### src/rtl/unidade_busca.sv
// unidade_busca: instruction fetch stage of the nRISC 8-bit core.
// Holds the PC, fetches one byte per req/ack handshake and presents the latched
// instruction (plus its opcode/campo_a/campo_b slices) to decode. Supports stall,
// branch redirect with squash of an in-flight fetch, and an optional halt opcode.
// Optional feature macro: BUSCA_HALT_EN (opcode 4'hF halts the unit until reset).
module unidade_busca #(
    parameter logic [7:0] RESET_PC = 8'h00
) (
    input  logic       clock,
    input  logic       reset,
    output logic [7:0] pc_out,
    output logic       mem_req,
    input  logic       mem_ack,
    input  logic [7:0] mem_dado,
    input  logic       stall,
    input  logic       desvio,
    input  logic [7:0] desvio_alvo,
    output logic       instr_valida,
    output logic [7:0] instrucao,
    output logic [3:0] opcode,
    output logic [1:0] campo_a,
    output logic [1:0] campo_b,
    output logic [7:0] pc_instr,
    output logic       parado
);

    typedef enum logic [1:0] {
        OCIOSO  = 2'd0,
        BUSCA   = 2'd1,
`ifdef BUSCA_HALT_EN
        ENTREGA = 2'd2,
        PARADO  = 2'd3
`else
        ENTREGA = 2'd2
`endif
    } estado_t;

    estado_t    r_estado;
    estado_t    w_prox_estado;
    logic [7:0] r_pc;
    logic [7:0] r_instrucao;
    logic [7:0] r_pc_instr;
    logic       r_descarte;   // an outstanding ack belongs to a squashed fetch
    logic [7:0] r_alvo_pend;  // redirect target to use once that ack arrives

    // State register.
    always_ff @(posedge clock or negedge reset) begin
        if (!reset) begin
            r_estado <= OCIOSO;
        end else begin
            r_estado <= w_prox_estado;
        end
    end

    // Next-state logic; an ack only completes a fetch if it is not being squashed.
    always_comb begin
        w_prox_estado = r_estado;
        unique case (r_estado)
            OCIOSO: w_prox_estado = BUSCA;
            BUSCA: begin
                if (mem_ack && !desvio && !r_descarte) begin
                    w_prox_estado = ENTREGA;
                end
            end
            ENTREGA: begin
                if (desvio) begin
                    w_prox_estado = BUSCA;
                end else if (!stall) begin
`ifdef BUSCA_HALT_EN
                    if (r_instrucao[7:4] == 4'hF) begin
                        w_prox_estado = PARADO;
                    end else begin
                        w_prox_estado = BUSCA;
                    end
`else
                    w_prox_estado = BUSCA;
`endif
                end
            end
`ifdef BUSCA_HALT_EN
            PARADO: w_prox_estado = PARADO;
`endif
            default: w_prox_estado = OCIOSO;
        endcase
    end

    // Outputs decoded from the registered state only, so no input reaches mem_req.
    always_comb begin
        mem_req      = 1'b0;
        instr_valida = 1'b0;
        parado       = 1'b0;
        unique case (r_estado)
            BUSCA:   mem_req      = 1'b1;
            ENTREGA: instr_valida = 1'b1;
`ifdef BUSCA_HALT_EN
            PARADO:  parado       = 1'b1;
`endif
            default: begin
                mem_req      = 1'b0;
                instr_valida = 1'b0;
            end
        endcase
    end

    // Datapath: PC, latched instruction and squash bookkeeping.
    always_ff @(posedge clock or negedge reset) begin
        if (!reset) begin
            r_pc        <= RESET_PC;
            r_instrucao <= 8'h00;
            r_pc_instr  <= 8'h00;
            r_descarte  <= 1'b0;
            r_alvo_pend <= 8'h00;
        end else begin
            unique case (r_estado)
                BUSCA: begin
                    if (mem_ack) begin
                        if (desvio) begin
                            r_pc       <= desvio_alvo;
                            r_descarte <= 1'b0;
                        end else if (r_descarte) begin
                            r_pc       <= r_alvo_pend;
                            r_descarte <= 1'b0;
                        end else begin
                            r_instrucao <= mem_dado;
                            r_pc_instr  <= r_pc;
                            r_pc        <= r_pc + 8'd1;
                        end
                    end else if (desvio) begin
                        // pc_out must stay frozen until the pending ack drains
                        r_descarte  <= 1'b1;
                        r_alvo_pend <= desvio_alvo;
                    end
                end
                ENTREGA: begin
                    if (desvio) begin
                        r_pc <= desvio_alvo;
                    end
                end
                default: begin
                    r_pc <= r_pc;
                end
            endcase
        end
    end

    assign pc_out    = r_pc;
    assign instrucao = r_instrucao;
    assign pc_instr  = r_pc_instr;
    assign opcode    = r_instrucao[7:4];
    assign campo_a   = r_instrucao[3:2];
    assign campo_b   = r_instrucao[1:0];

endmodule

### config.mk
export PLATFORM = sky130hd
export DESIGN_NAME = unidade_busca
export DESIGN_NICKNAME = d
export VERILOG_FILES = /design/src/rtl/unidade_busca.sv
export SDC_FILE = /design/constraint.sdc
export NUM_CORES = 1
export LEC_CHECK = 0
export ABC_AREA = 1
export CELL_PAD_IN_SITES_DETAIL_PLACEMENT = 1
export CELL_PAD_IN_SITES_GLOBAL_PLACEMENT = 1
export CORE_AREA = 4 4 82 84
export CTS_BUF_LIST = sky130_fd_sc_hd__clkbuf_8 sky130_fd_sc_hd__clkbuf_16
export CTS_CLUSTER_SIZE = 8
export DETAILED_ROUTE_END_ITERATION = 10
export DIE_AREA = 0 0 86 88
export PLACE_DENSITY_LB_ADDON = 0.1
export SYNTH_ARGS = -nofsm -noshare
export SYNTH_HDL_FRONTEND = slang
export SYNTH_SLANG_ARGS = --single-unit
export TNS_END_PERCENT = 20
### constraint.sdc
create_clock -name clock -period 1.35 [get_ports clock]
set_clock_uncertainty 0.1 [all_clocks]
set_input_delay 0.27 -clock clock [delete_from_list [all_inputs] [get_ports clock]]
set_output_delay 0.27 -clock clock [all_outputs]
set_load 0.02 [all_outputs]
==> impl_metrics.yaml, run 1 <==
outcome:
  status: "finished with violations"
  failed_checks: "negative setup slack"
layout:
  mostFrequentLayoutCells: "dfrtp_1 (33), nand2_1 (31), inv_1 (23)"
  final_nets: 300
  drive_above_1_share_pct: 35.74
  multi_input_area_um2: 782.0
  layout_commonest_cell: "dfrtp_1"
  n_fill_cell: 713
  utilization_pct: 43.70
  stdcell_count: 352
  syn2layout_area_growth_pct: 46.98
  antenna_cells: 0
  regArea_um2: 878.3
detailed_routing:
  wirelength_um: 4818
  num_vias: 1588
  drc: 0
  viasPerCell: 4.511
  wl_per_cell_um: 13.69
  drt.antenna.violating_nets: 0
  first_iter_violations: 38
  dr.pass1.iters: 4
synthesis:
  yosys-top-cells-area: "dfrtp_1 (50%), o21ai_0 (8.0%), nand2_1 (7.9%)"
  syn_nets: 225
  synth-seq-cells: 35
  synth_cell_types: 26
  synth_top_cell_by_area: "dfrtp_1"
  syn_inst: 203
  syn_area_um2: 1760
  synth-seq-area-share_pct: 49.75
  synth_area_per_cell_um2: 8.672
  ys_warn_count: 0
  yosys.area.top_type_share_pct: 49.75
timing:
  finalSetupViolCount: 30
  whs_ns: 0.2659
  rsz0062_at_grt: "true"
  hold_viol_final: 0
  period_minus_slack_ns: 1.455
  drv_slew: 0
  fmax_ghz: 0.6871
  layout_worst_path_cycle_share_pct: 107.8
  timing.final.ws_setup_ns: -0.1053
cts:
  clock_latency_ns: 0.28
  htreeDepth: 2
  clk_pin_slew_ns: 0.06
  clock-sinks: 35
  cts_buffers: 5
  postCtsHoldBufs: 0
  clockBufferDepth: 2
  root_buffer: "clkbuf_8"
  cts_tree: "yes"
grt:
  gr-total-overflow: 0
  grt_max_degree: 36
  grt_pass1_wl_um: 7693
  antenna_found_initial: 0
  grt_pass1_vias: 1608
  grtUsageTotal_pct: 12.99
power:
  p_total_w: 0.005641
  combPwrFrac_pct: 55.4
  clockPowerShare_pct: 12.0
  leakage_nw: 1.277
  ir_drop_uv: 672.1
  switching_share_pct: 43.14
  p_sw_w: 0.002434
  intPower_w: 0.003207
  power_frac_seq_pct: 32.6
  powerDensity_nw_per_um2: 2180
critical_path:
  startpoint_type: "register"
  end_kind: "primary output"
  rrSetupSlack_ns: -0.06
  path_class: "register to primary output"
  crit_end: "mem_req"
  cp.required_ns: 0.98
  path_max_fanout: 5
  cp-startpoint: "r_estado[1]"
  reg2regPathDepth: 7
  r2r_end: "pc_out[5]"
  cp.arrival_ns: 1.09
  reg2reg_from: "r_estado[0]"
die:
  fp.dieH_um: 88
  start_util_pct: 29.73
  fp-row-count: 28
  coreArea_um2: 5921
  die-area_um2: 7568
  die_x_um: 86
  io_pins: 56
place:
  dp_cells: 343
  io_buffers: 54
  place_congestion: 0.7443
  dpl.hpwl_um: 3566
worst_hold_path:
  hold_path.class: "primary input to async pin"
flow_run:
  maxCapViolCount: 0
flip-flops by register name, indices dropped and copies added, names as in the netlist:
signal       flops
pc_instr         8
r_estado         2
r_descarte       1
pc_out           8
r_alvo_pend      8
instrucao        8
through the flow:
| stage | setup slack, ns | TNS, ns | cell area, um2 |
|---|---|---|---|
| floorplan | -0.07040 | -0.2546 | 1760 |
| finish | -0.1053 | -0.9452 | 2587 |
| CTS | -0.07578 | -0.8939 | 2587 |
| global route | -0.1522 | -3.356 | 2587 |
| detailed placement | -0.4379 | -12.50 | 2489 |
| global placement | -0.3710 | -11.84 | 2489 |
area by class of cell:
type	instances	share of cell area [%]
flip-flops and latches	35	33.95
repair buffers	81	25.92
well taps	75	3.627
multi-input cells	131	30.22
clock buffers	5	2.660
inverters	24	3.482
clock inverters	1	0.1451
worst max-delay path, cell delays in order (launching register included):
cell and delay, ns:
dfrtp_1 0.43, nor2_4 0.22, buf_6 0.15
cell families (layout without fill, tap and decap cells):
family	count (synthesis)	count (layout)	share of synthesized area, %
AND/OR/NAND/NOR	80	81	19.76
AO/OA/AOI/OAI	40	40	12.65
buffers and inverters	38	111	11.16
flip-flops	35	35	49.75
multiplexers	8	8	5.757
adder cells (fa/ha/maj)	1	1	0.7106
other	1	1	0.2130
per-layer routing:
layer,track usage (%),vias to the layer above,part of all wire (%)
met3,3.763,6,5.9
met1,15.81,744,47
li1,-,795,-
met4,4.748,0,1.5
met2,21.86,43,46
met5,0,-,0
power groups by stage:
stage / registers, W / clock network (W) / logic, W
6_report: 0.00184 / 0.000679 / 0.00312
5_1_grt: 0.00192 / 0.000757 / 0.00344
4_1_cts: 0.00181 / 0.000724 / 0.00309
3_5_place_dp: 0.00183 / 0 / 0.00325
3_3_place_gp: 0.00180 / 0 / 0.00323
2_1_floorplan: 0.00227 / 0 / 0.00128
repair_timing:
item / 4_1_cts / 5_1_grt
buffers inserted: 0 / 2
resized for setup: 106 / 53
gates cloned: 0 / 1
setup endpoints to repair: 59 / 47
pin swaps: 2 / 2
worst min-delay path by stage:
stage                              start              to  slack [ns]  depth (start not counted)
after floorplan                    reset    instrucao[0]       -0.13                          0
after global placement    r_alvo_pend[1]  r_alvo_pend[1]        0.36                          2
after detailed placement  r_alvo_pend[1]  r_alvo_pend[1]        0.37                          2
after CTS                          reset       pc_out[6]        0.27                          2
after global routing               reset       pc_out[3]        0.27                          2
final                              reset    instrucao[3]        0.27                          2
Yosys cell counts:
cell and count:
nand2_1 37, dfrtp_1 35, o21ai_0 28, nor2_1 24, inv_1 23, nand3_1 13, buf_4 10, a21oi_1 6
mux2_2 5, mux2_4 3, buf_6 2, nand2_2 2, o211ai_1 2, buf_2 1, clkbuf_1 1, conb_1 1
ha_1 1, inv_2 1, nand3_4 1, nand4_1 1, nor2_2 1, nor2_4 1, o21a_1 1, o21a_4 1
o21ai_2 1, o22ai_1 1
(Power assumes the default switching activity.)
==> run 2: changes to the inputs <==
--- a/config.mk
+++ b/config.mk
@@ -8,11 +8,11 @@
 export ABC_AREA = 1
 export CELL_PAD_IN_SITES_DETAIL_PLACEMENT = 1
 export CELL_PAD_IN_SITES_GLOBAL_PLACEMENT = 1
-export CORE_AREA = 4 4 82 84
+export CORE_AREA = 2 2 80 82
 export CTS_BUF_LIST = sky130_fd_sc_hd__clkbuf_8 sky130_fd_sc_hd__clkbuf_16
 export CTS_CLUSTER_SIZE = 8
 export DETAILED_ROUTE_END_ITERATION = 10
-export DIE_AREA = 0 0 86 88
+export DIE_AREA = 0 0 82 84
 export PLACE_DENSITY_LB_ADDON = 0.1
 export SYNTH_ARGS = -nofsm -noshare
 export SYNTH_HDL_FRONTEND = slang
==> run 2 against run 1 <==
  * The flow still finishes with violations (negative setup slack)
  * Clock-buffer cell count unchanged
  * Critical path depth up 4
  * Fmax down 1.1%
  * Via count down 1.1%
  * Die area decreased by 9.0%
  * Power up 1.6%
  * Sequential power shrank 2%
  * Core utilization is 1.1 points lower
  * Largest power group unchanged
  * Highest routed layer unchanged
==> impl_metrics.yaml, run 2 (synthesis results as in run 1) <==
detailed_routing:
  first_iter_violations: 32
  dr.pass1.iters: 4
  wl_per_cell_um: 13.33
  drc: 0
  wirelength_um: 4731
  num_vias: 1571
  drt.antenna.violating_nets: 0
  viasPerCell: 4.425
die:
  start_util_pct: 28.88
  io_pins: 56
  fp.dieH_um: 84
  coreArea_um2: 6096
  fp-row-count: 29
  die_x_um: 82
  die-area_um2: 6888
power:
  powerDensity_nw_per_um2: 2205
  p_total_w: 0.005730
  power_frac_seq_pct: 31.4
  combPwrFrac_pct: 52.0
  intPower_w: 0.003306
  p_sw_w: 0.002424
  switching_share_pct: 42.30
  leakage_nw: 1.293
  ir_drop_uv: 757.8
  clockPowerShare_pct: 16.7
critical_path:
  startpoint_type: "register"
  cp.arrival_ns: 1.54
  cp-startpoint: "r_estado[0]"
  rrSetupSlack_ns: -0.12
  reg2regPathDepth: 6
  end_kind: "register"
  path_max_fanout: 8
  path_class: "register to register"
  cp.required_ns: 1.42
  reg2reg_from: "r_estado[0]"
  r2r_end: "instrucao[4]"
layout:
  utilization_pct: 42.63
  layout_commonest_cell: "dfrtp_1"
  syn2layout_area_growth_pct: 47.62
  fin_area_um2: 2599
  mostFrequentLayoutCells: "dfrtp_1 (35), nand2_1 (31), nor2_1 (24)"
  final_nets: 299
  drive_above_1_share_pct: 35.61
  antenna_cells: 0
timing:
  layout_worst_path_cycle_share_pct: 109.0
  rsz0062_at_grt: "true"
  period_minus_slack_ns: 1.472
  timing.final.ws_setup_ns: -0.1220
  drv_slew: 0
  fmax_ghz: 0.6793
  finalSetupViolCount: 23
  whs_ns: 0.2629
  hold_viol_final: 0
grt:
  gr-total-overflow: 0
  grt_max_degree: 36
  grt_pass1_wl_um: 7603
  antenna_found_initial: 0
  grtUsageTotal_pct: 14.35
  grt_pass1_vias: 1577
place:
  place_congestion: 0.7692
  dpl.hpwl_um: 3372
  dpl_cell_area_um2: 2496
  io_buffers: 54
cts:
  clock_latency_ns: 0.29
  cts_buffers: 5
  cts_tree: "yes"
  clockBufferDepth: 2
  postCtsHoldBufs: 0
  clk_pin_slew_ns: 0.08
  root_buffer: "clkbuf_8"
  htreeDepth: 2
  clock-sinks: 35
flow_run:
  maxCapViolCount: 0
outcome:
  status: "finished with violations"
  failed_checks: "negative setup slack"
worst_hold_path:
  hold_path.class: "primary input to async pin"
-- run 2: cell types whose count changed in the layout (fill, tap and decap cells not counted), sizes merged --
cell / previous run / this run
clkbuf: 23 / 18
clkdlybuf4s15: 8 / 3
dlymetal6s2s: 0 / 1
clkinv: 0 / 3
inv: 25 / 23
bufinv: 0 / 1
dlygate4sd2: 2 / 1
buf: 35 / 44
-- run 2: per-stage QoR --
stage,setup slack (ns),instances,TNS [ns]
2_1_floorplan,-0.07040,203,-0.2546
3_3_place_gp,-0.3525,344,-10.85
3_5_place_dp,-0.3855,344,-12.01
4_1_cts,-0.1150,355,-1.943
5_1_grt,-0.1980,355,-3.827
6_report,-0.1220,355,-1.406
-- run 2: how the worst max path moves through the flow --
| stage | end | cells after the start | slack (ns) |
|---|---|---|---|
| floorplan | instrucao[4] | 4 | -0.07 |
| global placement | instrucao[6] | 3 | -0.35 |
| detailed placement | pc_out[6] | 7 | -0.39 |
| CTS | instrucao[6] | 6 | -0.12 |
| global route | instrucao[4] | 6 | -0.20 |
| finish | instrucao[4] | 6 | -0.12 |
-- run 2: power groups by stage --
stage,registers (W),logic (W),clock network (W)
floorplan,0.00227,0.00128,0
global placement,0.00182,0.00316,0
detailed placement,0.00182,0.00320,0
CTS,0.00180,0.00318,0.000992
global route,0.00186,0.00327,0.00103
finish,0.00180,0.00298,0.000955
-- run 2: critical path, stage by stage, from the launching register on --
cell,delay [ns]
dfrtp_1,0.35
inv_2,0.05
buf_6,0.11
nor2_4,0.08
buf_6,0.14
nand3_4,0.17
mux2_4,0.35
-- run 2: what timing repair did --
| item | CTS | global route |
|---|---|---|
| pin swaps | 4 | 1 |
| setup endpoints to repair | 68 | 60 |
| setup buffers | 2 | 0 |
| gates resized for setup | 114 | 55 |
| cloned | 1 | 0 |
-- run 2: area by class of cell --
cell class,count,area (um2)
clock inverters,3,43.79
inverters,24,95.09
repair buffers,80,639.4
well taps,77,96.34
fillers,747,3497
clock buffers,5,68.82
flip-flops and latches,35,875.8
multi-input cells,131,779.5
-- run 2: per-layer routing --
metal	part of all wire, %	global-route usage (%)	up-vias
met1	47	19.70	724
li1	-	-	797
met4	1.1	4.091	0
met2	46	21.95	44
met5	0	0	-
met3	6.2	3.896	6
==> run 3: changes to the inputs <==
--- a/config.mk
+++ b/config.mk
@@ -14,6 +14,7 @@
 export DETAILED_ROUTE_END_ITERATION = 10
 export DIE_AREA = 0 0 82 84
 export PLACE_DENSITY_LB_ADDON = 0.1
+export SKIP_CTS_REPAIR_TIMING = 1
 export SYNTH_ARGS = -nofsm -noshare
 export SYNTH_HDL_FRONTEND = slang
 export SYNTH_SLANG_ARGS = --single-unit
==> run 3 against run 2 <==
  * The flow still finishes with violations (negative setup slack)
  * Clock power down 1%
  * Fmax fell by 0.18%
  * Routed wire length decreased by 6.0%
  * Sequential power about the same
  * Critical path type unchanged
  * Global-route usage fell by 0.79 points
  * Power increased by 1.8%
  * Critical path depth unchanged
  * Cell count is 0.85% lower
  * Largest cell class unchanged
  * Hold slack better by 0.0080 ns
  * Clock-buffer cell count unchanged
  * Setup slack lost 0.0026 ns
  * Sequential share of layout area down 1.4 points
==> impl_metrics.yaml, run 3 (synthesis results as in run 1) <==
outcome:
  status: "finished with violations"
  failed_checks: "negative setup slack"
die:
  die_x_um: 82
  io_pins: 56
  start_util_pct: 28.88
  fp.dieH_um: 84
  coreArea_um2: 6096
  die-area_um2: 6888
  fp-row-count: 29
flow_run:
  maxCapViolCount: 0
detailed_routing:
  wl_per_cell_um: 12.64
  dr.pass1.iters: 4
  viasPerCell: 4.324
  drt.antenna.violating_nets: 0
  drc: 0
  wirelength_um: 4449
  first_iter_violations: 29
  num_vias: 1522
cts:
  cts_buffers: 5
  root_buffer: "clkbuf_8"
  clock_latency_ns: 0.29
  clock-sinks: 35
  cts_tree: "yes"
  clk_pin_slew_ns: 0.08
  htreeDepth: 2
  clockBufferDepth: 2
layout:
  layout_commonest_cell: "nand2_1"
  stdcell_count: 352
  regArea_um2: 877.1
  antenna_cells: 0
  final_nets: 296
  syn2layout_area_growth_pct: 54.02
  mostFrequentLayoutCells: "nand2_1 (36), dfrtp_1 (34), dlymetal6s2s_1 (30)"
  drive_above_1_share_pct: 21.09
  n_fill_cell: 739
  multi_input_area_um2: 710.7
  fin_area_um2: 2711
grt:
  gr-total-overflow: 0
  antenna_found_initial: 0
  grt_pass1_wl_um: 7258
  grtUsageTotal_pct: 13.56
  grt_pass1_vias: 1532
  grt_max_degree: 36
critical_path:
  cp_top_family: "flip-flops"
  crit_buf_inv: 3
  path_max_fanout: 15
  rrSetupSlack_ns: -0.12
  cp.required_ns: 1.42
  cp_slowest_cell: "dfrtp_1"
  startpoint_type: "register"
  end_kind: "register"
  path_class: "register to register"
  critPathMaxStageDelay_ns: 0.35
  crit_chain: "inv_2, buf_6, nor2_4, buf_6, nand3_4, mux2_4"
  cp.arrival_ns: 1.54
  timing.critical_path.mode_cell: "buf_6"
place:
  dpl_cell_area_um2: 2496
  dp_cells: 344
  io_buffers: 54
  dpl.hpwl_um: 3372
  place_congestion: 0.7692
timing:
  rsz0062_at_grt: "true"
  fmax_ghz: 0.6781
  finalSetupViolCount: 25
  layout_worst_path_cycle_share_pct: 109.2
  drv_slew: 0
  hold_viol_final: 0
  period_minus_slack_ns: 1.475
  timing.final.ws_setup_ns: -0.1246
power:
  leakage_nw: 1.548
  powerDensity_nw_per_um2: 2151
  ir_drop_uv: 772.0
worst_hold_path:
  hold_path.class: "primary input to async pin"
run 3: per-layer routing:
metal,wire length (um),track usage (%),share of wire [%]
met1,2105,18.61,47
met2,1984,20.47,45
met3,304,3.896,6.8
met4,54,4.091,1.2
met5,0,0,0
run 3: final timing paths:
check	startpoint	to	cells past startpoint
min	reset	instrucao[7]	2
max reg2reg	r_estado[0]	instrucao[4]	6
min reg2reg	pc_instr[7]	pc_instr[7]	2
max in group asynchronous	reset	pc_out[1]	2
max	r_estado[0]	instrucao[4]	6
min in group clock	pc_instr[7]	pc_instr[7]	2
run 3: worst reg2reg max path, cell delays in order, from the launching register on:
cell     delay, ns
dfrtp_1       0.35
inv_2         0.05
buf_6         0.11
nor2_4        0.08
buf_6         0.11
nand3_4       0.19
mux2_4        0.36
run 3: stage by stage:
stage | power (W) | setup TNS (ns) | setup slack (ns) | util (%) | hold WS [ns]
after floorplan | 0.003551 | -0.2546 | -0.07040 | - | -0.1256
after global placement | 0.004980 | -10.85 | -0.3525 | 40.95 | 0.3641
after detailed placement | 0.005026 | -12.01 | -0.3855 | 40.95 | 0.3718
after CTS | 0.006012 | -15.36 | -0.5405 | 42.80 | 0.2744
after global routing | 0.006280 | -4.973 | -0.2688 | 44.48 | 0.2784
final | 0.005832 | -2.376 | -0.1246 | 44.48 | 0.2709
run 3: power breakdown:
part / leakage, nW / internal [W] / total [W] / switching (W)
combinational: 1.07 / 0.00148 / 0.00311 / 0.00163
clock: 0.0581 / 0.000550 / 0.000943 / 0.000394
sequential: 0.420 / 0.00150 / 0.00178 / 0.000276
run 3: final cells by class:
cell class | instances | area share (%)
clock buffer | 5 | 2.538
multi-input combinational | 130 | 26.21
sequential | 35 | 32.35
tap | 77 | 3.553
inverter | 24 | 3.415
clock inverter | 3 | 1.615
timing repair buffer | 78 | 30.32
